[src/rtl/fifo_uart_tx_pkg.sv]
// Shared definitions for the FIFO-fed UART transmitter: state encoding and
// the ceiling-log2 helper used to size its counters.
package fifo_uart_tx_pkg;

   localparam int STATE_W = 3;

   typedef enum logic [STATE_W-1:0] {
      ST_IDLE  = 3'd0,
      ST_LOAD  = 3'd1,
      ST_START = 3'd2,
      ST_DATA  = 3'd3,
      ST_STOP  = 3'd4
   } state_t;

   // Never returns less than 1 so a counter for a range of one still has a bit.
   function automatic int clog2(input int value);
      int result;
      result = 1;
      for (int i = 0; i < 31; i++) begin
         if ((1 << i) < value) result = i + 1;
      end
      return result;
   endfunction

endpackage

[src/rtl/fifo_uart_tx_if.sv]
// Upstream FIFO read port: the transmitter (master) pops, the FIFO (slave)
// answers with registered read data one cycle later.
interface fifo_uart_tx_if #(
   parameter int DATA_WIDTH = 8
);
   logic                  fifo_empty;
   logic [DATA_WIDTH-1:0] fifo_data;
   logic                  fifo_rd_en;

   modport master (
      input  fifo_empty,
      input  fifo_data,
      output fifo_rd_en
   );

   modport slave (
      output fifo_empty,
      output fifo_data,
      input  fifo_rd_en
   );
endinterface

[src/rtl/fifo_uart_tx_baud_counter.sv]
// Bit-period counter: counts 0..CLKS_PER_BIT-1 while enabled and flags the
// final cycle of each period with tick.
module baud_counter
   import fifo_uart_tx_pkg::*;
#(
   parameter int CLKS_PER_BIT = 16
) (
   input  logic clk,
   input  logic reset,
   input  logic enable,
   input  logic clear,
   output logic tick
);
   localparam int              CNT_W    = clog2(CLKS_PER_BIT);
   localparam logic [CNT_W-1:0] CNT_LAST = CNT_W'(CLKS_PER_BIT - 1);

   logic [CNT_W-1:0] count_reg, count_next;

   assign tick = enable && (count_reg == CNT_LAST);

   // clear wins so every new state starts its period from zero
   always_comb begin
      count_next = count_reg;
      if (clear)
         count_next = '0;
      else if (enable)
         count_next = tick ? '0 : count_reg + 1'b1;
   end

   always_ff @(posedge clk) begin
      if (reset)
         count_reg <= '0;
      else
         count_reg <= count_next;
   end

endmodule

[src/rtl/fifo_uart_tx.sv]
// UART transmitter that pops one word per frame from an upstream FIFO with
// registered read data and sends start, DATA_WIDTH bits LSB first, stop.
module fifo_uart_tx
   import fifo_uart_tx_pkg::*;
#(
   parameter int DATA_WIDTH   = 8,
   parameter int CLKS_PER_BIT = 16
) (
   input  logic           clk,
   input  logic           reset,
   fifo_uart_tx_if.master fifo,
   output logic           tx,
   output logic           busy,
   output logic           frame_done
);
   localparam int              IDX_W    = clog2(DATA_WIDTH);
   localparam logic [IDX_W-1:0] IDX_LAST = IDX_W'(DATA_WIDTH - 1);

   state_t                state_reg, state_next;
   logic [DATA_WIDTH-1:0] data_reg, data_next;
   logic [IDX_W-1:0]      bit_idx_reg, bit_idx_next;
   logic                  tx_reg, tx_next;
   logic                  baud_en, baud_clear, baud_tick;

   baud_counter #(
      .CLKS_PER_BIT(CLKS_PER_BIT)
   ) u_baud (
      .clk    (clk),
      .reset  (reset),
      .enable (baud_en),
      .clear  (baud_clear),
      .tick   (baud_tick)
   );

   assign baud_en    = (state_reg == ST_START) || (state_reg == ST_DATA) ||
                       (state_reg == ST_STOP);
   assign baud_clear = (state_next != state_reg);

   assign fifo.fifo_rd_en = (state_reg == ST_IDLE) && !fifo.fifo_empty && !reset;
   assign busy            = (state_reg != ST_IDLE);
   assign tx              = tx_reg;

   always_comb begin
      state_next   = state_reg;
      data_next    = data_reg;
      bit_idx_next = bit_idx_reg;
      frame_done   = 1'b0;
      tx_next      = 1'b1;

      case (state_reg)
         ST_IDLE: begin
            if (fifo.fifo_rd_en) state_next = ST_LOAD;
         end
         ST_LOAD: begin
            data_next  = fifo.fifo_data;
            state_next = ST_START;
         end
         ST_START: begin
            if (baud_tick) begin
               state_next   = ST_DATA;
               bit_idx_next = '0;
            end
         end
         ST_DATA: begin
            if (baud_tick) begin
               if (bit_idx_reg == IDX_LAST) begin
                  state_next   = ST_STOP;
                  bit_idx_next = '0;
               end else begin
                  bit_idx_next = bit_idx_reg + 1'b1;
               end
            end
         end
         ST_STOP: begin
            if (baud_tick) begin
               state_next = ST_IDLE;
               frame_done = !reset;
            end
         end
         default: state_next = ST_IDLE;
      endcase

      // tx is registered from the upcoming state so the line changes on the
      // same edge the state does
      case (state_next)
         ST_START: tx_next = 1'b0;
         ST_DATA:  tx_next = data_next[bit_idx_next];
         default:  tx_next = 1'b1;
      endcase
   end

   always_ff @(posedge clk) begin
      if (reset) begin
         state_reg   <= ST_IDLE;
         data_reg    <= '0;
         bit_idx_reg <= '0;
         tx_reg      <= 1'b1;
      end else begin
         state_reg   <= state_next;
         data_reg    <= data_next;
         bit_idx_reg <= bit_idx_next;
         tx_reg      <= tx_next;
      end
   end

endmodule

[src/flat_wrapper.sv]
// flat-port wrapper written by rule: the top's interface ports become plain ports
module fifo_uart_tx_flat import fifo_uart_tx_pkg::*;
#(
   parameter int DATA_WIDTH   = 8,
   parameter int CLKS_PER_BIT = 16
)
  (clk, reset, tx, busy, frame_done, fifo_fifo_empty, fifo_fifo_data, fifo_fifo_rd_en);
  fifo_uart_tx_if #(.DATA_WIDTH(DATA_WIDTH)) fifo_i ();
  input  logic clk;
  input  logic reset;
  output logic tx;
  output logic busy;
  output logic frame_done;
  input wire logic [$bits(fifo_i.fifo_empty)-1:0] fifo_fifo_empty;
  input wire logic [$bits(fifo_i.fifo_data)-1:0] fifo_fifo_data;
  output wire logic [$bits(fifo_i.fifo_rd_en)-1:0] fifo_fifo_rd_en;
  assign fifo_i.fifo_empty = fifo_fifo_empty;
  assign fifo_i.fifo_data = fifo_fifo_data;
  assign fifo_fifo_rd_en = fifo_i.fifo_rd_en;
  fifo_uart_tx #(.DATA_WIDTH(DATA_WIDTH), .CLKS_PER_BIT(CLKS_PER_BIT)) u_core (.clk(clk), .reset(reset), .fifo(fifo_i), .tx(tx), .busy(busy), .frame_done(frame_done));
endmodule
[config.mk]
export PLATFORM = sky130hd
export DESIGN_NAME = fifo_uart_tx_flat
export DESIGN_NICKNAME = d
export VERILOG_FILES = /design/src/rtl/fifo_uart_tx_pkg.sv /design/src/rtl/fifo_uart_tx_if.sv /design/src/rtl/fifo_uart_tx_baud_counter.sv /design/src/rtl/fifo_uart_tx.sv /design/src/flat_wrapper.sv
export SDC_FILE = /design/constraint.sdc
export NUM_CORES = 1
export LEC_CHECK = 0
export CAP_MARGIN = 15
export CORE_MARGIN = 1
export CORE_UTILIZATION = 40
export DETAILED_ROUTE_END_ITERATION = 12
export PLACE_DENSITY = 0.69
export SLEW_MARGIN = 20
export SYNTH_ARGS = -nofsm -noshare
export SYNTH_HDL_FRONTEND = slang
export SYNTH_SLANG_ARGS = --single-unit
[constraint.sdc]
create_clock -name clk -period 3 [get_ports clk]
set_input_delay 0.3 -clock clk [delete_from_list [all_inputs] [get_ports clk]]
set_output_delay 0.3 -clock clk [all_outputs]
set_load 0.01 [all_outputs]
# Yosys cells after proc, flatten, opt, wreduce, memory -nomap -nowiden
# Index checks and enable logic that the tools add are counted.
# W data, S select, Z words.
[word_totals]
wordCells = 44
ff_bits = 19
inputBits = 11
out_inout_bits = 4
[classes]
mux = 17
addsub = 2
magnitude_cmp = 1
n_eq_ne = 9
reduce_logical = 10
[op_table]
columns = ["op", "count"]
rows = [
  ["$mux W3", 8],
  ["$pmux W3 S5", 1],
  ["$eq A3 B2 Y1 const B", 4],
  ["$mux W8", 1],
  ["$eq A3 B3 Y1 const B", 2],
  ["$pmux W3 S2", 1],
  ["$add A4 B1 Y4 const B", 1],
  ["$eq A4 B4 Y1 const B", 1],
  ["$lt A3 B4 Y1 const B", 1],
  ["$mux W4", 1],
  ["$add A3 B1 Y3 const B", 1],
  ["$bmux W1 S3", 1],
  ["$eq A3 B1 Y1 const B", 1],
  ["$logic_and A1 B1 Y1", 3],
  ["$logic_not A3 Y1", 1],
  ["$mux W1", 3],
  ["$ne A3 B3 Y1", 1],
  ["$reduce_bool A3 Y1", 1],
  ["$logic_not A1 Y1", 2],
  ["$logic_or A1 B1 Y1", 2],
  ["$pmux W1 S2", 1],
  ["$reduce_or A2 Y1", 1],
]

# Longest topological paths before layout
# Gate-level depths: netlist of run 1.
[depth]
ltp_word = 9
ltp_mapped = 8
ltp_nobuf = 8

# Modules after synthesis
# A second synthesis of run 1 with hierarchy kept.
[hier_totals]
cells_unflattened = 124
area_unflattened_um2 = 1063.5
[by_module_without_submodules]
columns = ["mod", "instances", "area_per_inst_um2", "seq_area_each_um2", "cells_per_inst"]
rows = [
  ["fifo_uart_tx", 1, 870.8, 300.3, 103],
  ["baud_counter", 1, 192.7, 80.1, 21],
]

# Worst setup path after synthesis of run 1
# OpenSTA, ideal clock, no wires.
[synth_path]
path_kind = "reg2reg"
from = "register u_core.u_baud.count_reg[0]"
to = "register u_core.tx_reg, in the netlist u_core.tx"
slack_ns = 1.200
setup_time_ns = 0.140
synth_period_minus_slack_ns = 1.800
arrival_ns = 1.660
path_buffers = 1
stages_incl_launch_ff = 9
t_required_ns = 2.860
path_cell_list = "dfxtp_1 -> ha_1 -> and3_1 -> buf_2 -> nand2_1 -> mux2i_4 -> a211oi_1 -> a311oi_1 -> o31ai_1"
[synth_via]
elab_chain_len = 7
word_cells_on_any_way = 14
cone_classes = "eq/ne (3); mux (10); reduce/logical (1)"
[synth_lines]
columns = ["element", "line_no", "rtl"]
rows = [
  ["start, declared", "fifo_uart_tx_baud_counter.sv:17", "logic [CNT_W-1:0] count_reg, count_next;"],
  ["start signal, assigned", "fifo_uart_tx_baud_counter.sv:34", "count_reg <= count_next;"],
  ["$eq A4 B4 Y1 *", "fifo_uart_tx_baud_counter.sv:19", "assign tick = enable && (count_reg == CNT_LAST);"],
  ["$logic_and A1 B1 Y1 *", "fifo_uart_tx_baud_counter.sv:19", ""],
  ["$mux W3 (on tied branches)", "fifo_uart_tx.sv:65, fifo_uart_tx.sv:59", ""],
  ["$pmux W3 S2", "fifo_uart_tx.sv:50", "case (state_reg)"],
  ["$bmux W1 S3", "fifo_uart_tx.sv:87", "ST_DATA: tx_next = data_next[bit_idx_next];"],
  ["$mux W1 (implied by the code)", "fifo_uart_tx.sv:87", ""],
  ["$pmux W1 S2 *", "fifo_uart_tx.sv:85", "case (state_next)"],
  ["end signal, assigned", "fifo_uart_tx.sv:102", "tx_reg <= tx_next;"],
  ["end, declared", "fifo_uart_tx.sv:22", "logic tx_reg, tx_next;"],
]
# Mark *: on every way between the ends. The rest lies on a longest branch, timed or not. The select of a mux whose other input is x is not followed.
# A chain may end at the register's enable or synchronous reset.

# Worst setup path after layout of run 1
[layout_path]
from = "register u_core.state_reg[0]"
to = "output port fifo_fifo_rd_en"
[layout_via]
elab_chain_len = 3
[layout_lines]
columns = ["element", "line_no", "rtl"]
rows = [
  ["start, declared", "fifo_uart_tx.sv:19", "state_t state_reg, state_next;"],
  ["start signal, assigned", "fifo_uart_tx.sv:99", "state_reg <= state_next;"],
  ["$logic_not A3 Y1", "fifo_uart_tx.sv:39", "assign fifo.fifo_rd_en = (state_reg == ST_IDLE) && !fifo.fifo_empty && !reset;"],
  ["$logic_and A1 B1 Y1 (2 in series)", "fifo_uart_tx.sv:39", ""],
  ["end, declared", "flat_wrapper.sv:16", "output wire logic [$bits(fifo_i.fifo_rd_en)-1:0] fifo_fifo_rd_en;"],
]
# No other way between the ends.

==> results.sh, run 1 <==
export IMPL_die_w_um=51.0
export IMPL_start_kind="register"
export IMPL_rsz0062_at_grt="no"
export IMPL_synth_simple_gate_area_frac=0.252
export IMPL_synthFlopType="dfxtp_1"
export IMPL_post_cts_setup_buffers=0
export IMPL_viasPerCell=5.24
export IMPL_instances_no_fill=149
export IMPL_synth_area_leaders="dfxtp_1 (40%), mux2i_1 (9.4%), nor2_1 (9.0%)"
export IMPL_clock_latency_ps=290
export IMPL_outcome="complete, no violations"
export IMPL_first_global_vias=703
export IMPL_worstReg2RegStart="u_core.u_baud.count_reg[0]$_SDFFE_PP0P_"
export IMPL_yosys_warnings=0
export IMPL_crit_arrival_ps=1980
export IMPL_timing_slew_headroom=0.670
export IMPL_io_buffers=14
export IMPL_final_nets=136
export IMPL_cp_data_required_time_ps=2700
export IMPL_synth_cell_type_count=33
export IMPL_startpoint="u_core.state_reg[0]$_SDFF_PP0_"
export IMPL_fin_crit_sh=0.760
export IMPL_dp_hpwl_mm=1.28
export IMPL_r2r_worst_path_cells=7
export IMPL_drtAntennaViolNets=0
export IMPL_drc=0
export IMPL_vdd_drop_max_v=0.000260
export IMPL_cp_max_fo=10
export IMPL_end_kind="primary output"
export IMPL_grt_ovfl_total=0
export IMPL_cts_resized=0
export IMPL_drv_slew=0
export IMPL_fin_worst_skew_ps=2.25
export IMPL_fin_ws_ps=721
export IMPL_ys_ff_latch=19
export IMPL_fmax_mhz=439
export IMPL_synth_edf_count=0
export IMPL_yosysMostFrequentCell="nor2_1"
export IMPL_p_leak_nw=0.443
export IMPL_wl_per_cell_um=11.2
export IMPL_area_delta_synth_final_pct=18.3
export IMPL_seq_area_frac_synth=0.397
export IMPL_synth_top_cell_by_area="dfxtp_1"
export IMPL_syn_num_nets=121
export IMPL_cts_tree="built"
export IMPL_critPathCapture="fifo_fifo_rd_en"
export IMPL_cts_sinks=19
export IMPL_cts_clk_slew_worst_paths_ps=110
export IMPL_drive_above_1_share=0.0992
export IMPL_syn_cell_area_sq_um=958
export IMPL_ioPinCount=15
export IMPL_antenna_found_initial=0
export IMPL_finalHoldViolations=0
export IMPL_grt_pass1_wl_mm=2.95
export IMPL_place_congestion=0.807
export IMPL_routed_wirelength_mm=1.67
export IMPL_diodes=0
export IMPL_grt_max_degree=17
export IMPL_vias=781
export IMPL_hp_class="register to register"
export IMPL_async_reset_ff_frac=0
export IMPL_hold_buffers=0
export IMPL_synthMuxAreaShare=0.117
export IMPL_min_period_ps=2280
export IMPL_coreArea_sq_mm=0.00223
export IMPL_htree_levels=1
export IMPL_place_area_sq_mm=0.00111
export IMPL_largest_reg_flops=8
export IMPL_synth_top_family_by_area="simple AND/OR/NAND/NOR gates"
export IMPL_synth_adder_area_share=0.0392
export IMPL_drt_iter0_markers=17
export IMPL_worst_pin_slew_ps=490
export IMPL_design_area_sq_mm=0.00113
export IMPL_yosysTopAreaCellShare=0.397
export IMPL_power_density_mw_per_mm2=393
export IMPL_die_area_sq_mm=0.00260
export IMPL_fin_setup_tns_ps=0
export IMPL_synthCells=107
export IMPL_yosys_area_share_xor_xnor=0.00914
export IMPL_die_height_um=51.0
export IMPL_synth_common_cells="nor2_1 (23), dfxtp_1 (19), mux2i_1 (9)"
export IMPL_clockBufferDepth=2
export IMPL_syn_avg_cell_area_sq_um=8.96
export IMPL_first_pass_iters=4
export IMPL_cap_violations=0
export IMPL_cts_root_buf="clkbuf_4"
export IMPL_pre_cts_ws_ps=869
export IMPL_worstSetupPathType="register to primary output"
export IMPL_reg2reg_to="u_core.tx$_SDFF_PP1_"
export IMPL_synth_compound_area_frac=0.141
export IMPL_initial_core_util=0.429
export IMPL_worst_r2r_setup_slack_ps=990
export IMPL_grtUsageTotal=0.152
export IMPL_dp_cells=145
export IMPL_cts_buffers=3
export IMPL_row_count=17
export IMPL_fin_hold_ws_ps=508
export IMPL_setup_viol=0
-- worst min-delay path by stage --
stage                                                       start                                      end  slack (ps)  cells past startpoint
after floorplan                     u_core.data_reg[1]$_SDFF_PP0_            u_core.data_reg[1]$_SDFF_PP0_         450                      2
after global placement    u_core.u_baud.count_reg[3]$_SDFFE_PP0P_  u_core.u_baud.count_reg[3]$_SDFFE_PP0P_         470                      1
after detailed placement            u_core.data_reg[0]$_SDFF_PP0_            u_core.data_reg[0]$_SDFF_PP0_         490                      2
after CTS                 u_core.u_baud.count_reg[3]$_SDFFE_PP0P_  u_core.u_baud.count_reg[3]$_SDFFE_PP0P_         510                      1
after global routing      u_core.u_baud.count_reg[3]$_SDFFE_PP0P_  u_core.u_baud.count_reg[3]$_SDFFE_PP0P_         550                      1
final                               u_core.data_reg[3]$_SDFF_PP0_            u_core.data_reg[3]$_SDFF_PP0_         510                      2
-- placed cells by master, fill, tap and decap left out, types with 2 or more instances in the layout --
cell type	synthesis	layout
nor2_1	23	23
dfxtp_1	19	19
clkdlybuf4s50_1	0	14
mux2i_1	9	9
nand2_1	7	7
a21oi_1	6	6
nand3_1	5	5
and3_1	4	4
ha_1	3	3
clkbuf_4	0	3
nor3_1	2	2
nand2b_1	2	2
o21ai_0	2	2
a211oi_1	2	2
a311oi_1	2	2
buf_4	1	2
-- worst max-delay path: stages, from the launching register on --
cell and delay [ps]:
dfxtp_1 410, nor2_1 230, nor4b_1 420, clkdlybuf4s50_1 620
-- routing by layer --
metal	GRT usage	routed length (um)
met1	0.206	852
met2	0.232	730
met3	0.0357	67
met4	0.0556	14
met5	0	0
-- stage by stage --
step                      power, mW   util
after floorplan               0.301      -
after global placement        0.324  0.495
after detailed placement      0.325  0.495
after CTS                     0.455  0.508
after global routing          0.470  0.508
final                         0.445  0.508
-- power breakdown --
part	switching [mW]	internal, mW
registers	0.00443	0.258
clock network	0.0767	0.0495
logic	0.0252	0.0310
-- layout make-up --
cell class	instances	area (sq um)
well taps	28	35.0
multi-input cells	82	536
clock buffers	3	22.5
clock inverters	1	5.00
repair buffers	16	155
fillers	225	1100
flip-flops and latches	19	380
-- cell families after synthesis --
family | after synthesis
buffers and inverters | 6
xor gates and xnor gates | 1
and+or+nand+nor | 49
adders and majority gates | 3
AOI/OAI and AO/OA | 19
muxes | 10
DFF | 19
No activity file was read; power rests on OpenSTA's default activity.
==> inputs of run 2 (changes only) <==
==> constraint.sdc (replaced) <==
create_clock -name clk -period 2.1 [get_ports clk]
set_input_delay 0.21 -clock clk [delete_from_list [all_inputs] [get_ports clk]]
set_output_delay 0.21 -clock clk [all_outputs]
set_load 0.01 [all_outputs]
==> run 2 against run 1 <==
Compared with the run above:
- hold slack got worse by 12 ps
- count of clock-buffer cells in the layout did not move
- first-iteration DRC count fell by 59%
- die area did not move
- total power rose by 43%
- critical endpoint unchanged
- largest cell class unchanged
- largest power group unchanged
==> results.sh, run 2 (synthesis results as in run 1) <==
export IMPL_outcome="complete, no violations"
export IMPL_cp_data_required_time_ps=1890
export IMPL_viasPerCell=5.29
export IMPL_wl_per_cell_um=11.9
export IMPL_ioPinCount=15
export IMPL_first_global_vias=762
export IMPL_fillers=221
export IMPL_hp_class="register to register"
export IMPL_routed_wirelength_mm=1.78
export IMPL_cts_sinks=19
export IMPL_die_height_um=51.0
export IMPL_fin_util=0.517
export IMPL_coreArea_sq_mm=0.00223
export IMPL_drtAntennaViolNets=0
export IMPL_dp_hpwl_mm=1.40
export IMPL_fin_worst_skew_ps=4.50
export IMPL_cts_buffers=3
export IMPL_drc=0
export IMPL_antenna_found_initial=0
export IMPL_place_congestion=0.851
export IMPL_final_cell_mix="nor2_1 (22), dfxtp_1 (19), clkdlybuf4s50_1 (14)"
export IMPL_initial_core_util=0.429
export IMPL_fin_hold_ws_ps=496
export IMPL_fin_crit_sh=0.938
export IMPL_power_density_mw_per_mm2=553
export IMPL_instances_no_fill=150
export IMPL_grt_pass1_wl_mm=3.07
export IMPL_clock_latency_ps=290
export IMPL_finalHoldViolations=0
export IMPL_cts_root_buf="clkbuf_4"
export IMPL_worst_pin_slew_ps=526
export IMPL_cap_violations=0
export IMPL_grt_max_degree=17
export IMPL_place_area_sq_mm=0.00111
export IMPL_fmax_mhz=508
export IMPL_cp_max_fo=7
export IMPL_largest_reg_flops=8
export IMPL_pre_cts_ws_ps=183
export IMPL_row_count=17
export IMPL_htree_levels=1
export IMPL_drv_slew=0
export IMPL_min_period_ps=1970
export IMPL_die_w_um=51.0
export IMPL_cts_clk_slew_worst_paths_ps=110
export IMPL_fin_ws_ps=130
export IMPL_setup_viol=0
export IMPL_design_area_sq_mm=0.00115
export IMPL_area_delta_synth_final_pct=20.5
export IMPL_cts_tree="built"
export IMPL_final_nets=137
export IMPL_p_leak_nw=0.451
export IMPL_vdd_drop_max_v=0.000355
export IMPL_diodes=0
export IMPL_io_buffers=14
export IMPL_clockBufferDepth=2
export IMPL_dp_cells=146
export IMPL_grt_ovfl_total=0
export IMPL_timing_slew_headroom=0.648
export IMPL_final_common_cell="nor2_1"
export IMPL_drt_iter0_markers=7
export IMPL_rsz0062_at_grt="no"
export IMPL_worstSetupPathType="register to primary output"
export IMPL_post_cts_setup_buffers=0
export IMPL_die_area_sq_mm=0.00260
export IMPL_start_kind="register"
export IMPL_vias=794
export IMPL_drive_above_1_share=0.131
export IMPL_p_total_uw=638
export IMPL_end_kind="primary output"
export IMPL_grtUsageTotal=0.155
export IMPL_first_pass_iters=3
export IMPL_crit_arrival_ps=1760
export IMPL_fin_setup_tns_ps=0
[run 2: area by class of cell]
type / instances / area (sq um) / area share
Clock inverter: 1 / 5.00 / 0.00433
Sequential cell: 19 / 380 / 0.329
Timing Repair Buffer: 17 / 163 / 0.141
Tap cell: 28 / 35.0 / 0.0303
Multi-Input combinational cell: 82 / 549 / 0.476
Clock buffer: 3 / 22.5 / 0.0195
[run 2: what timing repair did]
| item | in CTS | in global routing |
|---|---|---|
| gates resized for setup | 1 | 2 |
| hold buffers | 0 | 0 |
| endpoints found under the setup margin | 1 | 2 |
| gates cloned | 0 | 0 |
| pin swaps | 0 | 0 |
[run 2: final timing paths]
check	from	end	slack, ps	cells after the start
min reg2reg	u_core.data_reg[3]$_SDFF_PP0_	u_core.data_reg[3]$_SDFF_PP0_	500	2
max	u_core.state_reg[1]$_SDFF_PP0_	fifo_fifo_rd_en	130	3
max reg2reg	u_core.u_baud.count_reg[0]$_SDFFE_PP0P_	u_core.tx$_SDFF_PP1_	170	7
min	u_core.data_reg[3]$_SDFF_PP0_	u_core.data_reg[3]$_SDFF_PP0_	500	2
[run 2: report_power, final]
group          internal [mW]  switching (mW)
Combinational         0.0464          0.0387
Clock                 0.0708           0.107
Sequential             0.369         0.00584
[run 2: worst max-delay path: stages (launching register included)]
cell,delay (ps)
dfxtp_1,390
nor2_2,200
nor4b_2,280
clkdlybuf4s50_1,590
[run 2: metal layers]
metal  part of all wire  GRT usage
met5                  0          0
met4                  0     0.0556
met3              0.040     0.0417
met2               0.47      0.263
met1               0.49      0.187
==> inputs of run 3 (changes only) <==
--- a/config.mk
+++ b/config.mk
@@ -9,7 +9,8 @@
 export CORE_MARGIN = 1
 export CORE_UTILIZATION = 40
 export DETAILED_ROUTE_END_ITERATION = 12
-export PLACE_DENSITY = 0.69
+export DONT_BUFFER_PORTS = 1
+export PLACE_DENSITY = 0.61
 export SLEW_MARGIN = 20
 export SYNTH_ARGS = -nofsm -noshare
 export SYNTH_HDL_FRONTEND = slang
==> run 3 against run 2 <==
Compared with the run above:
- die area is the same
- final cell count shrank 8.7%
- clock power grew 4%
- register-to-register slack is essentially flat
- critical endpoint is now u_core.tx$_SDFF_PP1_
- core utilization shrank 6.4 points
- design area shrank 12%
- critical path type is now register to register
==> results.sh, run 3 (synthesis results as in run 1) <==
export IMPL_power_switching_uw=154
export IMPL_largest_reg_flops=8
export IMPL_drv_slew=0
export IMPL_fin_setup_tns_ps=0
export IMPL_ioPinCount=15
export IMPL_timing_slew_headroom=0.645
export IMPL_intPower_uw=465
export IMPL_multi_input_area_sq_um=536
export IMPL_power_density_mw_per_mm2=612
export IMPL_vias=748
export IMPL_design_area_sq_mm=0.00101
export IMPL_die_area_sq_mm=0.00260
export IMPL_final_common_cell="nor2_1"
export IMPL_p_total_uw=619
export IMPL_slowest_delay_ps=390
export IMPL_initial_core_util=0.429
export IMPL_hp_start="fifo_fifo_data[2]"
export IMPL_p_comb_frac=0.094
export IMPL_viasPerCell=5.46
export IMPL_cts_clk_slew_worst_paths_ps=110
export IMPL_drive_above_1_share=0.119
export IMPL_die_height_um=51.0
export IMPL_crit_arrival_ps=2140
export IMPL_cts_resized=0
export IMPL_antenna_found_initial=0
export IMPL_hp_class="input port to register"
export IMPL_row_count=17
export IMPL_worstPathCellList="ha_1, and3_1, nand4_2, and3_1, a211oi_2, a311oi_1, o31ai_1"
export IMPL_coreArea_sq_mm=0.00223
export IMPL_power_share_clock=0.301
export IMPL_startpoint="u_core.u_baud.count_reg[0]$_SDFFE_PP0P_"
export IMPL_dp_hpwl_mm=1.26
export IMPL_cts_buffers=3
export IMPL_die_w_um=51.0
export IMPL_routed_wirelength_mm=1.77
export IMPL_worst_path_buf_inv=0
export IMPL_worstReg2RegStart="u_core.u_baud.count_reg[0]$_SDFFE_PP0P_"
export IMPL_worst_pin_slew_ps=531
export IMPL_cts_sinks=19
export IMPL_place_area_sq_um=973
export IMPL_pwr_share_seq=0.605
export IMPL_grt_pass1_wl_mm=2.95
export IMPL_min_period_ps=1920
export IMPL_fmax_mhz=521
export IMPL_drt_iter0_markers=16
export IMPL_critPathTopFamily="simple AND/OR/NAND/NOR gates"
export IMPL_grt_ovfl_total=0
export IMPL_clock_latency_ps=300
export IMPL_cpMaxStageDelayCell="dfxtp_1"
export IMPL_cp_data_required_time_ps=2320
export IMPL_outcome="complete, no violations"
export IMPL_setup_viol=0
export IMPL_clockBufferDepth=2
export IMPL_grtUsageTotal=0.156
export IMPL_fin_hold_ws_ps=82.8
export IMPL_cts_root_buf="clkbuf_4"
export IMPL_post_cts_setup_buffers=0
export IMPL_cts_tree="built"
export IMPL_first_global_vias=670
export IMPL_rsz0062_at_grt="no"
export IMPL_crit_top_cell="and3_1"
export IMPL_p_leak_nw=0.398
export IMPL_cp_max_fo=8
export IMPL_wl_per_cell_um=12.9
export IMPL_switching_share=0.249
export IMPL_final_nets=124
export IMPL_grt_max_degree=15
export IMPL_first_pass_iters=4
export IMPL_area_delta_synth_final_pct=5.48
export IMPL_cap_violations=0
export IMPL_htree_levels=1
export IMPL_diodes=0
export IMPL_fillers=235
export IMPL_io_buffers=0
export IMPL_seq_area_sq_um=380
export IMPL_finalHoldViolations=0
export IMPL_end_kind="register"
export IMPL_fin_crit_sh=0.913
export IMPL_place_congestion=0.758
export IMPL_drtAntennaViolNets=0
export IMPL_final_cell_mix="nor2_1 (23), dfxtp_1 (19), mux2i_1 (9)"
export IMPL_fin_worst_skew_ps=7.95
export IMPL_start_kind="register"
export IMPL_fin_ws_ps=182
export IMPL_vdd_drop_max_v=0.000418
export IMPL_drc=0
export IMPL_worstSetupPathType="register to register"
export IMPL_hold_buffers=1
export IMPL_pre_cts_ws_ps=204
[run 3: metrics by stage]
| stage | cells | util |
|---|---|---|
| detailed placement | 132 | 0.436 |
| global placement | 132 | 0.436 |
| floorplan | 107 | - |
| global route | 137 | 0.453 |
| finish | 137 | 0.453 |
| CTS | 137 | 0.453 |
[run 3: area by class of cell]
| cell class | count | share of cell area |
|---|---|---|
| Clock buffer | 3 | 0.0223 |
| Sequential cell | 19 | 0.376 |
| Clock inverter | 1 | 0.00495 |
| Timing Repair Buffer | 4 | 0.0322 |
| Tap cell | 28 | 0.0347 |
| Multi-Input combinational cell | 82 | 0.530 |
[run 3: power by group through the flow]
stage                     clock network [mW]  registers [mW]  logic (mW)
after floorplan                            0           0.381      0.0483
after global routing                   0.207           0.376      0.0646
final                                  0.186           0.374      0.0583
after detailed placement                   0           0.383      0.0529
after CTS                              0.194           0.375      0.0586
after global placement                     0           0.383      0.0531
[run 3: final timing paths]
check	cells past startpoint	endpoint	slack [ps]
max	7	u_core.tx$_SDFF_PP1_	180
min	2	u_core.data_reg[2]$_SDFF_PP0_	80
max reg2reg	7	u_core.tx$_SDFF_PP1_	180
min reg2reg	1	u_core.u_baud.count_reg[3]$_SDFFE_PP0P_	500
[run 3: worst register-to-register path: stages, from the launching register on]
cell and delay (ps):
dfxtp_1 390, ha_1 190, and3_1 330, nand4_2 210, and3_1 250, a211oi_2 200, a311oi_1 70, o31ai_1 220
[run 3: layer usage]
layer	GRT usage	vias up	share of wire
met1	0.215	349	0.53
li1	-	386	-
met2	0.219	11	0.42
met3	0.0387	2	0.034
met5	0	-	0
met4	0.0833	0	0.0079
